[src/rtl/stopwatch_mode_ctrl_if.sv]
// Front-panel signal bundle between the stopwatch buttons/datapath and stopwatch_mode_ctrl.
interface stopwatch_mode_ctrl_if;
  logic       btn_ss;
  logic       btn_lap;
  logic       count_en;
  logic       count_clr;
  logic       lap_hold;
  logic [1:0] state;

  modport master (
    output btn_ss, btn_lap,
    input  count_en, count_clr, lap_hold, state
  );

  modport slave (
    input  btn_ss, btn_lap,
    output count_en, count_clr, lap_hold, state
  );
endinterface

[src/rtl/stopwatch_mode_ctrl.sv]
// Stopwatch front-panel controller: button sync/debounce/press detect, LAP short/long
// classification and IDLE/RUN/LAP/PAUSE sequencing. Optional macro: SS_LONG_CLEAR_EN.
module stopwatch_mode_ctrl #(
  parameter int DB_CYCLES   = 16,
  parameter int LONG_CYCLES = 1000
) (
  input  logic                 clk,
  input  logic                 rst_n,
  stopwatch_mode_ctrl_if.slave pnl
);

  localparam int DBW = $clog2(DB_CYCLES);
  localparam int HW  = $clog2(LONG_CYCLES + 1);
  localparam logic [DBW-1:0] DB_LAST = DBW'(DB_CYCLES - 1);
  localparam logic [HW-1:0]  LONG_V  = HW'(LONG_CYCLES);
  localparam logic [HW-1:0]  LONG_M1 = HW'(LONG_CYCLES - 1);

  typedef enum logic [1:0] {
    ST_IDLE  = 2'b00,
    ST_RUN   = 2'b01,
    ST_PAUSE = 2'b10,
    ST_LAP   = 2'b11
  } state_e;

  // bit 0 = START/STOP, bit 1 = LAP
  logic [1:0] btn_raw;
  logic [1:0] db;
  logic [1:0] db_dly_q;

  assign btn_raw = {pnl.btn_lap, pnl.btn_ss};

  for (genvar g = 0; g < 2; g++) begin : g_btn
    logic           sync1_q;
    logic           sync2_q;
    logic           db_q;
    logic [DBW-1:0] cnt_q;

    // Level flips only after DB_CYCLES consecutive mismatching samples.
    always_ff @(posedge clk or negedge rst_n) begin
      if (!rst_n) begin
        sync1_q <= 1'b0;
        sync2_q <= 1'b0;
        db_q    <= 1'b0;
        cnt_q   <= '0;
      end else begin
        sync1_q <= btn_raw[g];
        sync2_q <= sync1_q;
        if (sync2_q == db_q) begin
          cnt_q <= '0;
        end else if (cnt_q == DB_LAST) begin
          db_q  <= ~db_q;
          cnt_q <= '0;
        end else begin
          cnt_q <= cnt_q + 1'b1;
        end
      end
    end

    assign db[g] = db_q;
  end

  logic          press_ss_q;
  logic          lap_short_q;
  logic          lap_long_q;
  logic [HW-1:0] hold_lap_q;
  logic          ss_clr;

`ifdef SS_LONG_CLEAR_EN
  logic          ss_long_q;
  logic [HW-1:0] hold_ss_q;

  always_ff @(posedge clk or negedge rst_n) begin
    if (!rst_n) begin
      ss_long_q <= 1'b0;
      hold_ss_q <= '0;
    end else begin
      ss_long_q <= db[0] && (hold_ss_q == LONG_M1);
      if (!db[0])                hold_ss_q <= '0;
      else if (hold_ss_q != LONG_V) hold_ss_q <= hold_ss_q + 1'b1;
    end
  end

  assign ss_clr = ss_long_q;
`else
  assign ss_clr = 1'b0;
`endif

  // Hold counter saturates, so hold == LONG-1 with db high is seen once per hold.
  always_ff @(posedge clk or negedge rst_n) begin
    if (!rst_n) begin
      db_dly_q    <= '0;
      press_ss_q  <= 1'b0;
      lap_short_q <= 1'b0;
      lap_long_q  <= 1'b0;
      hold_lap_q  <= '0;
    end else begin
      db_dly_q    <= db;
      press_ss_q  <= db[0] & ~db_dly_q[0];
      lap_short_q <= ~db[1] & db_dly_q[1] & (hold_lap_q != LONG_V);
      lap_long_q  <= db[1] && (hold_lap_q == LONG_M1);
      if (!db[1])                    hold_lap_q <= '0;
      else if (hold_lap_q != LONG_V) hold_lap_q <= hold_lap_q + 1'b1;
    end
  end

  state_e state_q, state_d;
  logic   count_en_q, lap_hold_q, count_clr_q;

  always_comb begin
    state_d = state_q;
    if (ss_clr && state_q != ST_IDLE) begin
      state_d = ST_IDLE;
    end else if (press_ss_q) begin
      state_d = (state_q == ST_RUN || state_q == ST_LAP) ? ST_PAUSE : ST_RUN;
    end else begin
      unique case (state_q)
        ST_RUN:   if (lap_short_q) state_d = ST_LAP;
        ST_LAP:   if (lap_short_q) state_d = ST_RUN;
        ST_PAUSE: if (lap_long_q)  state_d = ST_IDLE;
        default:  state_d = state_q;
      endcase
    end
  end

  // Outputs are registered from state_d so they always match the state register.
  always_ff @(posedge clk or negedge rst_n) begin
    if (!rst_n) begin
      state_q     <= ST_IDLE;
      count_en_q  <= 1'b0;
      lap_hold_q  <= 1'b0;
      count_clr_q <= 1'b0;
    end else begin
      state_q     <= state_d;
      count_en_q  <= (state_d == ST_RUN) || (state_d == ST_LAP);
      lap_hold_q  <= (state_d == ST_LAP);
      count_clr_q <= (state_q != ST_IDLE) && (state_d == ST_IDLE);
    end
  end

  assign pnl.state     = state_q;
  assign pnl.count_en  = count_en_q;
  assign pnl.lap_hold  = lap_hold_q;
  assign pnl.count_clr = count_clr_q;

endmodule

[src/flat_wrapper.sv]
// flat-port wrapper written by rule: the top's interface ports become plain ports
module stopwatch_mode_ctrl_flat 
#(
  parameter int DB_CYCLES   = 16,
  parameter int LONG_CYCLES = 1000
)
  (clk, rst_n, pnl_btn_ss, pnl_btn_lap, pnl_count_en, pnl_count_clr, pnl_lap_hold, pnl_state);
  stopwatch_mode_ctrl_if pnl_i ();
  input  logic clk;
  input  logic rst_n;
  input wire logic [$bits(pnl_i.btn_ss)-1:0] pnl_btn_ss;
  input wire logic [$bits(pnl_i.btn_lap)-1:0] pnl_btn_lap;
  output wire logic [$bits(pnl_i.count_en)-1:0] pnl_count_en;
  output wire logic [$bits(pnl_i.count_clr)-1:0] pnl_count_clr;
  output wire logic [$bits(pnl_i.lap_hold)-1:0] pnl_lap_hold;
  output wire logic [$bits(pnl_i.state)-1:0] pnl_state;
  assign pnl_i.btn_ss = pnl_btn_ss;
  assign pnl_i.btn_lap = pnl_btn_lap;
  assign pnl_count_en = pnl_i.count_en;
  assign pnl_count_clr = pnl_i.count_clr;
  assign pnl_lap_hold = pnl_i.lap_hold;
  assign pnl_state = pnl_i.state;
  stopwatch_mode_ctrl #(.DB_CYCLES(DB_CYCLES), .LONG_CYCLES(LONG_CYCLES)) u_core (.clk(clk), .rst_n(rst_n), .pnl(pnl_i));
endmodule
[config.mk]
export PLATFORM = sky130hd
export DESIGN_NAME = stopwatch_mode_ctrl_flat
export DESIGN_NICKNAME = d
export VERILOG_FILES = /design/src/rtl/stopwatch_mode_ctrl_if.sv /design/src/rtl/stopwatch_mode_ctrl.sv /design/src/flat_wrapper.sv
export SDC_FILE = /design/constraint.sdc
export NUM_CORES = 1
export LEC_CHECK = 0
export ABC_AREA = 1
export CAP_MARGIN = 5
export CORE_MARGIN = 4
export CORE_UTILIZATION = 52
export CTS_CLUSTER_DIAMETER = 50
export CTS_CLUSTER_SIZE = 24
export DETAILED_ROUTE_END_ITERATION = 12
export HOLD_SLACK_MARGIN = 0.12
export PLACE_DENSITY = 0.7
export SLEW_MARGIN = 20
export SYNTH_ARGS = -nofsm -noshare
export SYNTH_HDL_FRONTEND = slang
export SYNTH_SLANG_ARGS = --single-unit
[constraint.sdc]
create_clock -name clk -period 1.2 [get_ports clk]
set_input_delay 0.24 -clock clk [delete_from_list [all_inputs] [get_ports clk]]
set_output_delay 0.24 -clock clk [all_outputs]
set_load 0.005 [all_outputs]
==> flow_summary.yaml <==
critical_path:
  critPathArrivalTime_ns: 1.39
  reg2reg_depth: 7
  required_ns: 1.42
  r2r_slack_ns: 0.03
  r2r-end: "u_core.hold_lap_q[0]$_DFFE_PN0P_"
  criticalPathCategory: "flip-flop to flip-flop"
  cp_max_fo: 5
  critPathLaunchType: "flip-flop"
  end_kind: "flip-flop"
  r2r-start: "u_core.hold_lap_q[1]$_DFFE_PN0P_"
status:
  status: "completed"
sta:
  post-route-min-period_ns: 1.17
  hold_violations: 0
  drv_slew: 0
  setup_viol_count_final: 0
  rsz0062_at_grt: "true"
  worstMarginPinSlew_ns: 0.268
  skew_ns: 0.0102
  period_share: 0.975
  max_freq_mhz: 855
  relSlewSlack: 0.820
  whs_ns: 0.256
power:
  swShare: 0.206
  switchingPower_uw: 439
  internal-power_mw: 1.69
  p_seq_frac: 0.557
  clkPwrFrac: 0.402
  p_per_area_nw_per_um2: 1240
  peakVddDrop_mv: 1.15
  p_leak_nw: 0.816
  combPwrFrac: 0.041
global_routing:
  track_usage: 0.155
  grt_pass1_wl_microns: 4230
  antenna_found_initial: 0
  grt_pass1_vias: 1021
  grt-ovfl-total: 0
  grt_max_degree: 35
synthesis:
  syn_inst: 163
  postSynthAreaPerCell_sq_um: 9.14
  synth.cell_area_sq_um: 1490
  synth_warnings: 0
  synth.net_count: 171
  ys_ff_latch: 34
  yosysSeqAreaShare: 0.571
  synth_cell_types: 21
cells_and_area:
  fillerInstances: 229
  mostFrequentLayoutCells: "dfrtp_1, nand2_1, nor2_1"
  final_nets: 189
  layout_commonest_cell: "dfrtp_1"
  ff_latch_area_sq_um: 852
  finalInstanceArea_sq_um: 1730
  n_antenna_cell: 0
  multi_input_area_sq_um: 564
  synthToLayoutAreaGrowth_pct: 15.9
  drive_gt1_frac: 0.144
floorplan:
  core_area_sq_um: 2760
  rows: 19
  ios: 9
  dieWidth_microns: 61.5
  dieArea_sq_um: 3790
  initial_core_util: 0.540
  fp.dieH_microns: 61.5
route:
  dr.pass1.iters: 4
  dr.first_iter.drc_count: 34
  dr_total_vias: 1070
  drt_wl_total_microns: 2470
  final_antenna_net_count: 0
  avgViaCountPerCell: 5.05
  routedWlPerCell_microns: 11.7
  drcViolationCount: 0
worst_hold_path:
  min_path_type: "input pin to asynchronous set/reset pin"
place:
  globalplace.congestion: 0.843
  dpl.hpwl_microns: 1770
  dpl_cell_area_sq_um: 1640
  io_buffers: 8
cts:
  clock_sinks: 34
  ctsRootBufferMaster: "clkbuf_4"
  htree_levels: 2
  cts_tree: "built"
  hold_buffers: 0
  clk_pin_slew_ns: 0.10
  insertion_delay_ns: 0.33
  clockBufferDepth: 2
  numCtsBuffers: 5
job:
  drv_cap: 0
==> sequential cells by signal (all words and copies together), names as in the netlist <==
| name | count |
|---|---|
| u_core.hold_lap_q | 10 |
| u_core.g_btn.cnt_q | 8 |
| u_core.db_dly_q | 2 |
| u_core.g_btn.db_q | 2 |
| u_core.g_btn.sync1_q | 2 |
| u_core.g_btn.sync2_q | 2 |
| u_core.pnl.state | 2 |
| u_core.lap_long_q | 1 |
| u_core.lap_short_q | 1 |
| u_core.pnl.count_clr | 1 |
| u_core.pnl.count_en | 1 |
| u_core.pnl.lap_hold | 1 |
| u_core.press_ss_q | 1 |
==> routing by layer <==
metal | track usage | wire, microns
met5 | 0 | 0
met4 | 0.0970 | 55
met3 | 0.0377 | 95
met2 | 0.229 | 1170
met1 | 0.204 | 1150
==> power by group through the flow <==
stage | registers [mW] | clock network (mW) | logic, mW
CTS | 1.19 | 0.881 | 0.0913
global placement | 1.21 | 0 | 0.0895
detailed placement | 1.21 | 0 | 0.0924
floorplan | 1.21 | 0 | 0.0372
global route | 1.19 | 0.930 | 0.102
finish | 1.19 | 0.859 | 0.0873
==> final cells by class <==
class / instances / area share
sequential: 34 / 0.493
multi-input combinational: 108 / 0.327
timing repair buffer: 14 / 0.0710
inverter: 18 / 0.0391
clock buffer: 6 / 0.0297
tap: 31 / 0.0225
clock inverter: 1 / 0.0174
==> synthesized netlist by cell type <==
cell | n | area [sq um]
dfrtp_1 | 34 | 851
xor2_1 | 5 | 43.8
nor3_1 | 2 | 10.0
nand3_2 | 1 | 10.0
nand2_2 | 1 | 6.26
o21bai_1 | 1 | 7.51
nor2_2 | 2 | 12.5
nand2b_1 | 2 | 12.5
inv_1 | 18 | 67.6
nand2_1 | 31 | 116
o21ai_0 | 3 | 15.0
nor2_1 | 26 | 97.6
ha_1 | 4 | 50.1
a21oi_1 | 7 | 35.0
nor3b_1 | 2 | 15.0
nor2_4 | 1 | 11.3
nand3_1 | 14 | 70.1
nand4_1 | 3 | 18.8
nand3b_1 | 1 | 7.51
buf_2 | 3 | 15.0
xnor2_1 | 2 | 17.5
==> per-stage QoR <==
stage                     setup slack, ns  std cells  total power, mW   util  TNS [ns]
final                              0.0302        212             2.13  0.626         0
after global routing              -0.0736        212             2.22  0.626    -0.378
after CTS                         0.00794        212             2.16  0.628         0
after detailed placement           0.0235        204             1.30  0.596         0
after global placement             0.0561        204             1.30  0.596         0
after floorplan                    0.0662        163             1.24      -         0
==> cell families (layout without fill, tap and decap cells) <==
kind of cell | after synthesis | in the layout | share of synthesized area
simple gates | 86 | 86 | 0.260
fa+ha+maj | 4 | 4 | 0.0336
buf+inv | 21 | 39 | 0.0554
xor+xnor | 7 | 7 | 0.0411
flops | 34 | 34 | 0.571
compound gates | 11 | 11 | 0.0386
==> what timing repair did <==
action,CTS,global route
pin swaps,0,1
buffers inserted,1,0
hold endpoints to repair,0,0
setup endpoints to repair,5,11
resized for setup,10,8
cloned,0,0
==> worst max path at each step <==
stage,startpoint,end,slack (ns)
finish,u_core.hold_lap_q[1]$_DFFE_PN0P_,u_core.hold_lap_q[0]$_DFFE_PN0P_,0.03
global route,u_core.hold_lap_q[1]$_DFFE_PN0P_,u_core.hold_lap_q[6]$_DFFE_PN0P_,-0.07
CTS,u_core.hold_lap_q[1]$_DFFE_PN0P_,u_core.hold_lap_q[6]$_DFFE_PN0P_,0.008
detailed placement,u_core.hold_lap_q[1]$_DFFE_PN0P_,u_core.hold_lap_q[6]$_DFFE_PN0P_,0.02
global placement,u_core.hold_lap_q[1]$_DFFE_PN0P_,u_core.hold_lap_q[6]$_DFFE_PN0P_,0.06
floorplan,u_core.hold_lap_q[0]$_DFFE_PN0P_,u_core.hold_lap_q[2]$_DFFE_PN0P_,0.07
==> worst max-delay path: stages (launching register included) <==
cell and delay (ns):
dfrtp_1 0.44, inv_1 0.08, ha_2 0.17, nand3_1 0.11, inv_1 0.07, nand3_1 0.08, nand3_1 0.08, nand2_1 0.06
(Power assumes the default switching activity.)
